[config.mk]
export PLATFORM = sky130hd
export DESIGN_NAME = spi_flash_responder
export DESIGN_NICKNAME = d
export VERILOG_FILES = /design/src/rtl/spi_flash_responder.sv
export SDC_FILE = /design/constraint.sdc
export NUM_CORES = 1
export LEC_CHECK = 0
export BUFFER_PORTS_ARGS = -buffer_cell sky130_fd_sc_hd__buf_2
export CAP_MARGIN = 10
export CORE_MARGIN = 2
export CORE_UTILIZATION = 40
export CTS_CLUSTER_DIAMETER = 200
export DETAILED_ROUTE_END_ITERATION = 8
export GPL_TIMING_DRIVEN = 0
export PLACE_DENSITY = 0.66
export SETUP_SLACK_MARGIN = 0.02
export SYNTH_ARGS = -nofsm -noshare
export SYNTH_HDL_FRONTEND = slang
export SYNTH_SLANG_ARGS = --single-unit
[constraint.sdc]
create_clock -name clk_50M -period 4.5 [get_ports clk_50M]
set_clock_uncertainty 0.05 [all_clocks]
set_input_delay 1.35 -clock clk_50M [delete_from_list [all_inputs] [get_ports clk_50M]]
set_output_delay 1.35 -clock clk_50M [all_outputs]
set_load 0.02 [all_outputs]
[src/rtl/spi_flash_responder.sv]
// SPI mode-0 flash target: answers READ (0x03), READ STATUS (0x05) and JEDEC ID (0x9F)
// from an external byte-wide memory. All SPI inputs are oversampled in the clk_50M domain.
module spi_flash_responder #(
  parameter int          ADDR_W     = 16,
  parameter logic [23:0] JEDEC_ID   = 24'hEF4016,
  parameter logic [7:0]  STATUS_VAL = 8'h00
) (
  input  logic              clk_50M,
  input  logic              rst,
  input  logic              spi_sclk,
  input  logic              spi_cs_n,
  input  logic              spi_mosi,
  output logic              spi_miso,
  output logic              spi_miso_oe,
  output logic              mem_rd,
  output logic [ADDR_W-1:0] mem_addr,
  input  logic [7:0]        mem_rdata,
  output logic              busy
);

  localparam int RX_W = (ADDR_W > 8) ? ADDR_W : 8;

  typedef enum logic [2:0] {
    IDLE, CMD, ADDR, DATA, STAT, ID, IGNORE
  } state_t;

  state_t            r_state, w_state_nxt;
  logic              r_sclk_s1, r_sclk_s2, r_sclk_s3;
  logic              r_cs_s1, r_cs_s2;
  logic              r_mosi_s1, r_mosi_s2;
  logic [4:0]        r_bit_cnt, w_bit_cnt_nxt;
  logic [RX_W-2:0]   r_rx, w_rx_nxt;
  logic [RX_W-1:0]   w_rx_shift;
  logic [7:0]        r_tx, w_tx_nxt;
  logic              r_miso, w_miso_nxt;
  logic              r_mem_rd, w_mem_rd_nxt;
  logic              r_rd_d;
  logic [ADDR_W-1:0] r_mem_addr, w_mem_addr_nxt;
  logic [1:0]        r_byte_idx, w_byte_idx_nxt;

  wire w_rise   = r_sclk_s2 & ~r_sclk_s3;
  wire w_fall   = ~r_sclk_s2 & r_sclk_s3;
  wire w_cs_act = ~r_cs_s2;

  // cs_n synchroniser resets to the deasserted level so the pad stays tristated in reset.
  always_ff @(posedge clk_50M or posedge rst) begin
    if (rst) begin
      r_sclk_s1 <= 1'b0;
      r_sclk_s2 <= 1'b0;
      r_sclk_s3 <= 1'b0;
      r_cs_s1   <= 1'b1;
      r_cs_s2   <= 1'b1;
      r_mosi_s1 <= 1'b0;
      r_mosi_s2 <= 1'b0;
    end else begin
      r_sclk_s1 <= spi_sclk;
      r_sclk_s2 <= r_sclk_s1;
      r_sclk_s3 <= r_sclk_s2;
      r_cs_s1   <= spi_cs_n;
      r_cs_s2   <= r_cs_s1;
      r_mosi_s1 <= spi_mosi;
      r_mosi_s2 <= r_mosi_s1;
    end
  end

  // NOTE: sequential state uses non-blocking assignments so every flop samples pre-edge values.
  always_ff @(posedge clk_50M or posedge rst) begin
    if (rst) begin
      r_state    <= IDLE;
      r_bit_cnt  <= '0;
      r_rx       <= '0;
      r_tx       <= '0;
      r_miso     <= 1'b0;
      r_mem_rd   <= 1'b0;
      r_rd_d     <= 1'b0;
      r_mem_addr <= '0;
      r_byte_idx <= '0;
    end else begin
      r_state    <= w_state_nxt;
      r_bit_cnt  <= w_bit_cnt_nxt;
      r_rx       <= w_rx_nxt;
      r_tx       <= w_tx_nxt;
      r_miso     <= w_miso_nxt;
      r_mem_rd   <= w_mem_rd_nxt;
      r_rd_d     <= r_mem_rd;
      r_mem_addr <= w_mem_addr_nxt;
      r_byte_idx <= w_byte_idx_nxt;
    end
  end

  // NOTE: every signal assigned here gets a default first, so no path can infer a latch.
  always_comb begin
    w_state_nxt    = r_state;
    w_bit_cnt_nxt  = r_bit_cnt;
    w_rx_nxt       = r_rx;
    w_tx_nxt       = r_tx;
    w_miso_nxt     = r_miso;
    w_mem_rd_nxt   = 1'b0;
    w_mem_addr_nxt = r_mem_addr;
    w_byte_idx_nxt = r_byte_idx;
    w_rx_shift     = {r_rx, r_mosi_s2};

    if (r_rd_d && r_state == DATA) w_tx_nxt = mem_rdata;

    // Deselect wins over everything, including a prefetch decided on this very edge.
    if (!w_cs_act && r_state != IDLE) begin
      w_state_nxt   = IDLE;
      w_bit_cnt_nxt = '0;
      w_miso_nxt    = 1'b0;
    end else begin
      unique case (r_state)
        IDLE: begin
          w_miso_nxt = 1'b0;
          if (w_cs_act) begin
            w_state_nxt   = CMD;
            w_bit_cnt_nxt = '0;
          end
        end
        CMD: if (w_rise) begin
          w_rx_nxt = w_rx_shift[RX_W-2:0];
          if (r_bit_cnt == 5'd7) begin
            w_bit_cnt_nxt = '0;
            unique case (w_rx_shift[7:0])
              8'h03: w_state_nxt = ADDR;
              8'h05: begin
                w_state_nxt = STAT;
                w_tx_nxt    = STATUS_VAL;
              end
              8'h9F: begin
                w_state_nxt    = ID;
                w_tx_nxt       = JEDEC_ID[23:16];
                w_byte_idx_nxt = '0;
              end
              default: w_state_nxt = IGNORE;
            endcase
          end else begin
            w_bit_cnt_nxt = r_bit_cnt + 5'd1;
          end
        end
        ADDR: if (w_rise) begin
          w_rx_nxt = w_rx_shift[RX_W-2:0];
          if (r_bit_cnt == 5'd23) begin
            w_bit_cnt_nxt  = '0;
            w_mem_addr_nxt = w_rx_shift[ADDR_W-1:0];
            w_mem_rd_nxt   = 1'b1;
            w_state_nxt    = DATA;
          end else begin
            w_bit_cnt_nxt = r_bit_cnt + 5'd1;
          end
        end
        DATA, STAT, ID: begin
          if (w_fall) begin
            w_miso_nxt = r_tx[7];
            w_tx_nxt   = {r_tx[6:0], 1'b0};
          end
          // The reload on the 8th rise lands well before the next fall given the SCLK low time.
          if (w_rise) begin
            if (r_bit_cnt == 5'd7) begin
              w_bit_cnt_nxt = '0;
              if (r_state == DATA) begin
                w_mem_addr_nxt = r_mem_addr + ADDR_W'(1);
                w_mem_rd_nxt   = 1'b1;
              end else if (r_state == STAT) begin
                w_tx_nxt = STATUS_VAL;
              end else begin
                unique case (r_byte_idx)
                  2'd0: begin
                    w_tx_nxt       = JEDEC_ID[15:8];
                    w_byte_idx_nxt = 2'd1;
                  end
                  2'd1: begin
                    w_tx_nxt       = JEDEC_ID[7:0];
                    w_byte_idx_nxt = 2'd2;
                  end
                  default: begin
                    w_tx_nxt       = 8'h00;
                    w_byte_idx_nxt = 2'd3;
                  end
                endcase
              end
            end else begin
              w_bit_cnt_nxt = r_bit_cnt + 5'd1;
            end
          end
        end
        IGNORE: w_miso_nxt = 1'b0;
        default: w_state_nxt = IDLE;
      endcase
    end
  end

  assign spi_miso    = r_miso;
  assign spi_miso_oe = w_cs_act;
  assign mem_rd      = r_mem_rd;
  assign mem_addr    = r_mem_addr;
  assign busy        = w_cs_act && (r_state != IDLE);

endmodule

==> summary.md <==
| Metric | Value |
|---|---|
| Clock Sinks | `59` |
| CP Data Arrival Time | `1.59 ns` |
| IO Port Bufs | `32` |
| Worst slew pin tran | `0.695 ns` |
| Core footprint | `8090 um^2` |
| Worst-path clk slew | `0.06 ns` |
| Final period utilization | `0.665` |
| Post-Synthesis Cells | `337` |
| Crit end category | `primary output` |
| Static Leak | `1.85 nW` |
| Area contributors post-synth | `dfrtp_1 (43%), a21oi_1 (6.4%), o21ai_0 (3.5%)` |
| Share of layout cells above drive strength 1 | `0.244` |
| Nets | `396` |
| Root buf cell | `clkbuf_8` |
| H-tree depth | `3` |
| Top-area cell type share of the netlist area | `0.434` |
| Ant diodes | `0` |
| DR DRC count | `0` |
| Slew Viols, Final | `0` |
| Post-Layout Inst Area | `3840 um^2` |
| GP Congestion | `0.802` |
| Synth Net Count | `352` |
| DR WL/cell | `16.0 um` |
| Highest clock rate | `334 MHz` |
| Post-detail-place hpwl | `5.46 mm` |
| Max transition margin | `0.536` |
| Congestion Overflow GR | `0` |
| Area post-placement | `3590 um^2` |
| Crit-path max cell delay | `0.55 ns` |
| Area leader, netlist | `dfrtp_1` |
| Starting density of the core | `0.406` |
| Clock power frac | `0.384` |
| Netlist area before placement | `3280 um^2` |
| Inserted Clock Buffers | `9` |
| Core Util, Final | `0.474` |
| Final min period | `2.99 ns` |
| Critical Path Most Common Cell | `buf_2` |
| Type of the worst min-delay path | `reg -> reg` |
| CP Launch Type | `flip-flop` |
| Overall die width | `94.6 um` |
| Synth Warn # | `0` |
| Synth unique cells | `69` |
| Detail Route Antenna Nets | `0` |
| Routed vias | `2764` |
| Die area | `8950 um^2` |
| CTS tree | `yes` |
| Seq/Total Area, Yosys | `0.450` |
| Logic pwr share | `0.225` |
| Required time of the critical path | `3.10 ns` |
| Final hold vios | `0` |
| Top_reg_cell synth | `dfrtp_1` |
| Routed WL | `7.87 mm` |
| # rows | `33` |
| Status | `completed` |
| Worst vdd ir | `0.185 mV` |
| Multi-input logic area | `1670 um^2` |
| First-pass GRT wire length | `12.6 mm` |
| Initial antenna violation count | `0` |
| Bufs and invs on worst path | `3` |
| Hold buffers post-CTS | `0` |
| Drt first pass iters | `5` |
| Number of synthesized flops with an enable pin | `0` |
| Seq cells post-synth | `59` |
| Die height | `94.6 um` |
| Syn Area/Cell | `9.74 um^2` |
| CP cell instances | `buf_2, inv_1, and2_1, buf_2` |
| Setup repair after global routing missed its margin | `false` |
| Filler cells | `789` |
| Net Sw Frac | `0.303` |
| First DRT Iteration DRCs | `210` |
| Cell Int Power | `1.08 mW` |
| Sequential cell area | `1480 um^2` |
| Crit-path max FO | `10` |
| Vias per Instance | `5.63` |
| Family with the most delay on the worst path | `flip-flops` |
| Sequential Power Share | `0.391` |
| Sw Pwr | `469 uW` |
| CTS Buffer Depth | `2` |
| Number of I/O pins | `33` |
| Max-cap violations | `0` |
| Layout area overhead | `16.8%` |
| Vias in the first global route | `2560` |
| Setup Viol. Count Final | `0` |
| P per Cell Area | `404 nW/um^2` |
| Critical path's slowest cell | `dfstp_2` |
| Post-CTS Repair Setup Buffers | `0` |
| Setup TNS | `0 ns` |
| GRT Total Usage | `0.185` |
| Setup CP Type | `reg -> out` |
| Post-CTS sizing | `0` |
| Largest net degree at the start of global routing | `38` |
| Ys async rst share | `1.00` |
| Clk_lat worst skew | `0.34 ns` |
-- worst register-to-register path, stage by stage (launching register included) --
cell,delay (ns)
dfrtp_1,0.40
ha_1,0.25
and3b_1,0.17
buf_2,0.18
a32oi_2,0.46
and2_0,0.20
o221ai_1,0.11
o41ai_1,0.10
-- routing by layer --
metal  up-vias  GRT usage  wire [um]
li1       1329          -          -
met1      1356      0.254       3740
met2        73      0.280       3650
met3         6     0.0487        393
met4         0     0.0737         82
met5         -          0          0
-- synthesized netlist by cell type, types with 4 or more instances --
master / n
nand4_1: 4
mux2i_1: 8
dfrtp_1: 57
nor2b_1: 4
nand2b_1: 6
o21ai_1: 5
nand2_1: 29
mux2_1: 8
a21o_1: 5
mux2_2: 8
o21ai_0: 23
nor2_1: 24
inv_1: 6
a21oi_1: 42
nand3_1: 12
buf_2: 11
nor3_1: 5
-- cell usage in the layout, fill, tap and decap left out, types with 3 or more instances in the layout --
master     count
mux2_1         8
nor3_1         5
or2_2          3
and3_1         3
o21ai_0       23
nand2b_1       6
buf_6          3
inv_1          5
buf_2         43
a22oi_1        3
o21ai_1        5
nand4_1        4
and4_1         3
clkbuf_1       3
dfrtp_1       57
clkbuf_8      10
mux2_2         8
and2_1         3
nor2_1        24
a21oi_1       42
a21o_1         5
nor2b_1        4
a2bb2oi_1      3
nand3_1       12
a22o_1         3
nand2_1       29
mux2i_1        8
bufinv_16      3
-- worst paths after layout --
kind / from / cells after the start / slack, ns / endpoint
setup reg to reg: r_bit_cnt[0] / 7 / 2.46 / r_tx[0]
setup / recovery: r_cs_s2 / 4 / 1.51 / busy
hold reg to reg: r_sclk_s1 / 0 / 0.30 / r_sclk_s2
max in group asynchronous: rst / 3 / 2.82 / mem_addr[2]
min in group asynchronous: rst / 2 / 0.99 / mem_addr[15]
hold / removal: r_sclk_s1 / 0 / 0.30 / r_sclk_s2
-- per-stage QoR --
| step | power, mW | cells | hold slack [ns] | worst slack [ns] |
|---|---|---|---|---|
| final | 1.55 | 491 | 0.298 | 1.51 |
| after global routing | 1.63 | 491 | 0.309 | 1.43 |
| after CTS | 1.56 | 491 | 0.302 | 1.48 |
| after detailed placement | 0.961 | 475 | 0.286 | 1.85 |
| after global placement | 0.949 | 474 | 0.282 | 0.776 |
| after floorplan | 0.872 | 337 | 0.281 | 1.65 |
-- kinds of logic after synthesis --
family | share of synthesized area
multiplexers | 0.0877
XOR/XNOR | 0.00800
adder cells (fa/ha/maj) | 0.00762
AND/OR/NAND/NOR | 0.201
buffers and inverters | 0.0423
AO/OA/AOI/OAI | 0.203
flip-flops | 0.450
-- flip-flops by register name (all words and copies together) (netlist names), 2 cells and up --
signal / flops
r_byte_idx: 2
r_tx: 8
r_rx: 15
mem_addr: 16
r_state: 3
r_bit_cnt: 5
-- power by group through the flow --
stage,sequential (mW),combinational [mW],clock (mW)
floorplan,0.603,0.269,0
global placement,0.614,0.335,0
detailed placement,0.615,0.346,0
CTS,0.606,0.348,0.604
global route,0.612,0.384,0.632
finish,0.607,0.349,0.595
-- area by class of cell --
cell class / instances / area share
tap: 105 / 0.0342
buffer: 19 / 0.0294
inverter: 7 / 0.00685
clock inverter: 5 / 0.0261
sequential: 59 / 0.386
clock buffer: 11 / 0.0369
multi-input combinational: 252 / 0.434
timing repair buffer: 33 / 0.0470
No activity file was read; power rests on OpenSTA's default activity.
